<file path="config.mk">
export PLATFORM = sky130hd
export DESIGN_NAME = call_register
export DESIGN_NICKNAME = d
export VERILOG_FILES = /design/src/rtl/elevator_pkg.sv /design/src/rtl/button_conditioner.sv /design/src/rtl/call_register.sv
export SDC_FILE = /design/constraint.sdc
export NUM_CORES = 1
export LEC_CHECK = 0
export CAP_MARGIN = 20
export CORE_MARGIN = 5
export CORE_UTILIZATION = 35
export CTS_BUF_LIST = sky130_fd_sc_hd__clkbuf_16
export CTS_CLUSTER_SIZE = 24
export DETAILED_ROUTE_END_ITERATION = 10
export PLACE_DENSITY = 0.66
export SYNTH_ARGS = -nofsm -noshare
export SYNTH_HDL_FRONTEND = slang
export SYNTH_HIERARCHICAL = 1
export SYNTH_SLANG_ARGS = --single-unit
</file>
<file path="constraint.sdc">
create_clock -name clk -period 1.3 [get_ports clk]
set_input_delay 0.26 -clock clk [delete_from_list [all_inputs] [get_ports clk]]
set_output_delay 0.26 -clock clk [all_outputs]
set_load 0.01 [all_outputs]
</file>
<file path="src/rtl/elevator_pkg.sv">
// elevator_pkg: shared scheduler types, floor constants and small floor-mask
// helpers used by the call register and its button conditioners.
package elevator_pkg;

  localparam int NUM_FLOORS = 3;
  localparam logic [1:0] FLOOR_NONE = 2'd0;

  typedef enum logic [1:0] {
    IDLE = 2'd0,
    UP   = 2'd1,
    DOWN = 2'd2
  } dir_t;

  // Floor number of a one-hot floor vector; zero-hot or multi-hot keeps prev.
  function automatic logic [1:0] decode_floor(input logic [NUM_FLOORS-1:0] floors,
                                              input logic [1:0] prev);
    logic [1:0] result;
    case (floors)
      3'b001:  result = 2'd1;
      3'b010:  result = 2'd2;
      3'b100:  result = 2'd3;
      default: result = prev;
    endcase
    return result;
  endfunction

  // Lowest floor number present in a request mask, FLOOR_NONE if empty.
  function automatic logic [1:0] lowest_floor(input logic [NUM_FLOORS-1:0] mask);
    logic [1:0] result;
    if (mask[0]) begin
      result = 2'd1;
    end else if (mask[1]) begin
      result = 2'd2;
    end else if (mask[2]) begin
      result = 2'd3;
    end else begin
      result = FLOOR_NONE;
    end
    return result;
  endfunction

  // Highest floor number present in a request mask, FLOOR_NONE if empty.
  function automatic logic [1:0] highest_floor(input logic [NUM_FLOORS-1:0] mask);
    logic [1:0] result;
    if (mask[2]) begin
      result = 2'd3;
    end else if (mask[1]) begin
      result = 2'd2;
    end else if (mask[0]) begin
      result = 2'd1;
    end else begin
      result = FLOOR_NONE;
    end
    return result;
  endfunction

  // Floors strictly above the given floor.
  function automatic logic [NUM_FLOORS-1:0] above_mask(input logic [1:0] floor);
    logic [NUM_FLOORS-1:0] result;
    case (floor)
      2'd1:    result = 3'b110;
      2'd2:    result = 3'b100;
      2'd3:    result = 3'b000;
      default: result = 3'b110;
    endcase
    return result;
  endfunction

  // Floors strictly below the given floor.
  function automatic logic [NUM_FLOORS-1:0] below_mask(input logic [1:0] floor);
    logic [NUM_FLOORS-1:0] result;
    case (floor)
      2'd1:    result = 3'b000;
      2'd2:    result = 3'b001;
      2'd3:    result = 3'b011;
      default: result = 3'b000;
    endcase
    return result;
  endfunction

  // Single-bit mask selecting the given floor.
  function automatic logic [NUM_FLOORS-1:0] floor_bit(input logic [1:0] floor);
    logic [NUM_FLOORS-1:0] result;
    case (floor)
      2'd1:    result = 3'b001;
      2'd2:    result = 3'b010;
      2'd3:    result = 3'b100;
      default: result = 3'b000;
    endcase
    return result;
  endfunction

endpackage

</file>
<file path="src/rtl/button_conditioner.sv">
// button_conditioner: two-flop synchronizer, conditioned level and a one-cycle
// press pulse on the falling edge of that level. Defining the macro
// CALL_REGISTER_DEBOUNCE_EN adds a debounce counter in front of the level.
module button_conditioner
  import elevator_pkg::*;
#(
  parameter int unsigned DEBOUNCE_CYCLES = 4
) (
  input  logic clk,
  input  logic rst_n,
  input  logic button,
  output logic press
);

  logic sync1_r;
  logic sync2_r;
  logic level_r;
  logic level_next_s;

  if ((DEBOUNCE_CYCLES < 32'd1) || (DEBOUNCE_CYCLES > 32'd255)) begin : g_bad_cfg
    $error("button_conditioner: DEBOUNCE_CYCLES must be within 1..255");
  end

  // Synchronizer and conditioned level; reset makes the button read as released.
  always_ff @(posedge clk) begin
    if (!rst_n) begin
      sync1_r <= 1'b1;
      sync2_r <= 1'b1;
      level_r <= 1'b1;
    end else begin
      sync1_r <= button;
      sync2_r <= sync1_r;
      level_r <= level_next_s;
    end
  end

`ifdef CALL_REGISTER_DEBOUNCE_EN
  localparam logic [7:0] DEB_LIMIT = 8'(DEBOUNCE_CYCLES);

  logic [7:0] count_r;
  logic [7:0] count_next_s;

  // Count disagreeing samples; the level flips once DEBOUNCE_CYCLES have been seen and the next one still disagrees.
  always_comb begin
    level_next_s = level_r;
    count_next_s = 8'd0;
    if (sync2_r != level_r) begin
      if (count_r == DEB_LIMIT) begin
        level_next_s = sync2_r;
        count_next_s = 8'd0;
      end else begin
        level_next_s = level_r;
        count_next_s = count_r + 8'd1;
      end
    end else begin
      level_next_s = level_r;
      count_next_s = 8'd0;
    end
  end

  // Debounce counter; reset discards any partially accumulated count.
  always_ff @(posedge clk) begin
    if (!rst_n) begin
      count_r <= 8'd0;
    end else begin
      count_r <= count_next_s;
    end
  end
`else
  // Without debounce the conditioned level is the synchronizer output one stage later.
  always_comb begin
    level_next_s = sync2_r;
  end
`endif

  // Press pulse is raised in the cycle before the level falls, so the request latches on that same edge.
  always_comb begin
    press = level_r & ~level_next_s;
  end

endmodule

</file>
<file path="src/rtl/call_register.sv">
// call_register: latches floor call requests from three active-low buttons,
// clears them when the car is stopped at that floor with the door open, and
// runs a small IDLE/UP/DOWN scheduler that names the next floor to serve.
// Optional debounce inside each button path: define CALL_REGISTER_DEBOUNCE_EN.
module call_register
  import elevator_pkg::*;
#(
  parameter int unsigned DEBOUNCE_CYCLES = 4
) (
  input  logic       clk,
  input  logic       rst_n,
  input  logic       button1,
  input  logic       button2,
  input  logic       button3,
  input  logic       floor1,
  input  logic       floor2,
  input  logic       floor3,
  input  logic       door,
  input  logic       moving,
  output logic       led1,
  output logic       led2,
  output logic       led3,
  output logic [1:0] target,
  output logic       dir_up,
  output logic       dir_down
);

  logic [NUM_FLOORS-1:0] buttons_s;
  logic [NUM_FLOORS-1:0] floors_s;
  logic [NUM_FLOORS-1:0] press_s;
  logic [NUM_FLOORS-1:0] clear_s;
  logic [NUM_FLOORS-1:0] req_next_s;
  logic [NUM_FLOORS-1:0] req_r;
  logic [NUM_FLOORS-1:0] above_req_s;
  logic [NUM_FLOORS-1:0] below_req_s;
  logic [1:0]            last_floor_r;
  dir_t                  state_r;
  dir_t                  state_next_s;
  logic [1:0]            target_r;
  logic [1:0]            target_next_s;
  logic                  dir_up_r;
  logic                  dir_up_next_s;
  logic                  dir_down_r;
  logic                  dir_down_next_s;

  assign buttons_s = {button3, button2, button1};
  assign floors_s  = {floor3, floor2, floor1};

  for (genvar i = 0; i < NUM_FLOORS; i++) begin : g_btn
    button_conditioner #(
      .DEBOUNCE_CYCLES(DEBOUNCE_CYCLES)
    ) u_cond (
      .clk   (clk),
      .rst_n (rst_n),
      .button(buttons_s[i]),
      .press (press_s[i])
    );
  end

  // Request update: a press sets its bit, servicing clears it, and clear wins on a tie.
  always_comb begin
    clear_s    = floors_s & {NUM_FLOORS{door & ~moving}};
    req_next_s = (req_r | press_s) & ~clear_s;
  end

  // Request bits and last known floor.
  always_ff @(posedge clk) begin
    if (!rst_n) begin
      req_r        <= 3'b000;
      last_floor_r <= 2'd1;
    end else begin
      req_r        <= req_next_s;
      last_floor_r <= decode_floor(floors_s, last_floor_r);
    end
  end

  assign led1 = req_r[0];
  assign led2 = req_r[1];
  assign led3 = req_r[2];

  // Scheduler state register together with its registered outputs.
  always_ff @(posedge clk) begin
    if (!rst_n) begin
      state_r    <= IDLE;
      target_r   <= FLOOR_NONE;
      dir_up_r   <= 1'b0;
      dir_down_r <= 1'b0;
    end else begin
      state_r    <= state_next_s;
      target_r   <= target_next_s;
      dir_up_r   <= dir_up_next_s;
      dir_down_r <= dir_down_next_s;
    end
  end

  // Next direction: keep going while work remains ahead, otherwise turn or go idle.
  always_comb begin
    above_req_s  = req_r & above_mask(last_floor_r);
    below_req_s  = req_r & below_mask(last_floor_r);
    state_next_s = IDLE;
    case (state_r)
      IDLE, UP: begin
        if (|above_req_s) begin
          state_next_s = UP;
        end else if (|below_req_s) begin
          state_next_s = DOWN;
        end else begin
          state_next_s = IDLE;
        end
      end
      DOWN: begin
        if (|below_req_s) begin
          state_next_s = DOWN;
        end else if (|above_req_s) begin
          state_next_s = UP;
        end else begin
          state_next_s = IDLE;
        end
      end
      default: state_next_s = IDLE;
    endcase
  end

  // Target and direction flags for the state being entered.
  always_comb begin
    target_next_s   = FLOOR_NONE;
    dir_up_next_s   = 1'b0;
    dir_down_next_s = 1'b0;
    case (state_next_s)
      UP: begin
        target_next_s = lowest_floor(above_req_s);
        dir_up_next_s = 1'b1;
      end
      DOWN: begin
        target_next_s   = highest_floor(below_req_s);
        dir_down_next_s = 1'b1;
      end
      IDLE: begin
        if ((req_r & floor_bit(last_floor_r)) != 3'b000) begin
          target_next_s = last_floor_r;
        end else begin
          target_next_s = FLOOR_NONE;
        end
      end
      default: target_next_s = FLOOR_NONE;
    endcase
  end

  assign target   = target_r;
  assign dir_up   = dir_up_r;
  assign dir_down = dir_down_r;

endmodule
</file>
==> metrics.md <==
| Metric | Value |
|---|---|
| Status | `completed` |
| Fin area | `1115 um^2` |
| Critical R2R Launch | `last_floor_r[0]$_SDFFE_PN1P_` |
| Worst Hold Class | `flip-flop to flip-flop` |
| Minimum hold slack | `between 400 and 500 ps` |
| WS Path Type | `flip-flop to flip-flop` |
| R2R Setup Slk | `approximately 85 ps` |
| CTS buffer count | `3` |
| Ys async rst share | `0%` |
| Reg-to-reg endpoint | `target[1]$_SDFF_PN0_` |
| Vias in the first global route | `slightly below 600` |
| Fin. Hold Viols | `0` |
| DP HPWL | `between 1000 and 1500 um` |
| GR Util All Layers | `approximately 10%` |
| Clock sink total | `20` |
| I/O pin cnt | `17` |
| Final setup skew | `between 4 and 5 ps` |
| Crit-path max FO | `7` |
| Worst Hold Endpoint | `g_btn[1].u_cond/level_next_s$_SDFF_PN1_` |
| DIE HEIGHT | `between 50 and 60 um` |
| Post-synthesis instance total | `between 80 and 90` |
| Cells after DPL | `between 100 and 150` |
| Fraction of the yosys area taken by sequential cells | `about half` |
| Total setup buffers inserted after CTS | `0` |
| CTS tree | `yes` |
| Area occupied by registers | `401.6 um^2` |
| Final period utilization | `93.48%` |
| Mapped Avg Cell Area | `9.685 um^2` |
| Top delay family on crit path | `compound AO/OA/AOI/OAI gates` |
| Met2 routed WL | `between 600 and 700 um` |
| Fmax | `about 820 MHz` |
| Power, Total | `around 1.6 mW` |
| Worst-margin pin slew | `234.8 ps` |
| Nets | `roughly 120` |
| Slew HR | `roughly 84%` |
| Iter 0 DRT Violations | `5` |
| H-tree levels | `1` |
| Reg2reg path depth | `4` |
| Slowest cell on crit path | `dfxtp_1` |
| Drc violations | `0` |
| I/O Buffers | `16` |
| Maximum clock path buffer count | `2` |
| Post-Syn Area | `around 800 um^2` |
| Final setup viols | `0` |
| Worst Path Arrival | `around 1400 ps` |
| Critical path buffer and inverter count | `0` |
| Critical Path Max Stage Delay | `approximately 440 ps` |
| Remaining antenna violation count | `0` |
| Netlist cell types | `28` |
| Syn-to-layout area delta | `42.11%` |
| Vias | `639` |
| Yosys reg bits | `20` |
| Total wire length | `approximately 1500 um` |
| Commonest non-fill, non-tap cells in the layout | `19 x dfxtp_1, 10 x nand2b_1, 9 x clkdlybuf4s50_1` |
| CORE AREA | `between 2000 and 2500 um^2` |
| Dpl ws | `-7.769 ps` |
| RePlAce Congestion | `0.7239` |
| Initial Util | `a little over a third` |
| Met3 wire length | `about 91 um` |
| Antenna violations before repair | `0` |
| Final-layout fill cell count | `197` |
| Placed Area | `a little over 1000 um^2` |
| Peak supply drop | `813.0 uV` |
| RSZ-0062 raised after global routing | `no` |
| Grt ovf | `0` |
| Hold path depth | `1` |
| Power Density | `around 1500 nW/um^2` |
| Worst skew pair latency | `about 250 ps` |
| Site Rows | `17` |
| Clock root buffer | `clkbuf_16` |
| Element type at the critical path end | `flip-flop` |
| Hold wc startpoint | `g_btn[1].u_cond/sync1_r$_SDFF_PN1_` |
| Vias/cell | `~4.8` |
| Top sig layer | `met4` |
| Wl on met1 | `686 um` |
| Number of flops mapped to enable cells by yosys | `0` |
| Die Wd | `57.35 um` |
| Final setup TNS | `0 ps` |
| Mapped Nets | `91` |
| Critical path startpoint category | `flip-flop` |
| Core Util, Final | `between 50% and 60%` |
| Share of post-route cells with drive strength above 1 | `13.46%` |
| Most used DFF post-synth | `dfxtp_1` |
| Worst Path Required | `roughly 1400 ps` |
| Ant. Diodes | `0` |
| Yosys Warn Count | `6` |
| Fin cells | `132` |
| Die ar. | `approximately 3300 um^2` |
| Clock transition at path regs | `~60 ps` |
| Pin count of the biggest net entering global routing | `15` |
| Final Slew Violations | `0` |
| Max Cap Viol | `0` |
| Multi-input logic area | `approximately 360 um^2` |
| Commonest non-fill, non-tap cell in the layout | `dfxtp_1` |
| Wire length per cell | `about 11 um` |
| First-pass GRT wire length | `roughly 2500 um` |
| P_leak | `approximately 0.43 nW` |
| Min Tclk post-route | `between 1000 and 1500 ps` |
| Drt first pass iters | `4` |
| Crit path from | `last_floor_r[0]$_SDFFE_PN1P_` |
| Final WS setup | `84.79 ps` |
| Worst-path cell chain | `nand2_1 > a21oi_2 > a21oi_1 > o31a_1` |
-- flip-flops by register name, summed over array words and instances (netlist names) --
| signal | count |
|---|---|
| dir_down | 1 |
| dir_up | 1 |
| g_btn.u_cond/level_next_s | 3 |
| g_btn.u_cond/level_r | 3 |
| g_btn.u_cond/sync1_r | 3 |
| last_floor_r | 2 |
| req_r | 3 |
| state_r | 2 |
| target | 2 |
-- Yosys cell counts, types with 2 or more instances --
cell type  instances  area [um^2]
dfxtp_1           20        400.4
nand2b_1          10        62.56
a21oi_1            8        40.04
nand2_1            5        18.77
nor2b_1            5        31.28
o21ai_0            5        25.02
nand3_1            3        15.01
and2_1             2        12.51
nor3b_1            2        15.01
o21ai_1            2        10.01
o2bb2ai_1          2        17.52
-- final cells by class --
| class | count | share of cell area, % |
|---|---|---|
| Sequential cell | 20 | 36.03 |
| Timing Repair Buffer | 23 | 19.42 |
| Tap cell | 28 | 3.143 |
| Clock inverter | 1 | 2.694 |
| Clock buffer | 3 | 6.734 |
| Multi-Input combinational cell | 57 | 31.99 |
-- power by group --
group          switching (mW)  internal, mW
logic                  0.0626        0.0858
clock network           0.228         0.611
registers              0.0171         0.641
-- metal layers --
metal | GRT usage [%] | vias to the layer above
met5 | 0 | -
met4 | 7.947 | 0
met3 | 3.620 | 5
met2 | 15.32 | 15
met1 | 11.43 | 291
li1 | - | 328
-- worst max-delay path by stage --
stage / end / slack (ps) / cells after the start
final: target[1]$_SDFF_PN0_ / 80 / 4
after detailed placement: last_floor_r[0]$_SDFFE_PN1P_ / -8 / 4
after global routing: target[1]$_SDFF_PN0_ / 10 / 4
after CTS: target[1]$_SDFF_PN0_ / 70 / 4
after global placement: last_floor_r[0]$_SDFFE_PN1P_ / 40 / 4
after floorplan: target[1]$_SDFF_PN0_ / 90 / 5
-- what timing repair did --
action / 4_1_cts / 5_1_grt
resized for setup: 7 / 1
cloned: 0 / 0
setup endpoints to repair: 7 / 1
hold buffers: 0 / 0
-- logic make-up after synthesis --
| kind of cell | count (synthesis) | synth area share [%] |
|---|---|---|
| buffers and inverters | 4 | 3.508 |
| muxes | 1 | 1.276 |
| and+or+nand+nor | 29 | 21.21 |
| DFF | 20 | 51.04 |
| xor gates and xnor gates | 1 | 1.117 |
| AOI/OAI and AO/OA | 26 | 21.85 |
Note: power is estimated with default switching activity, not from simulation.
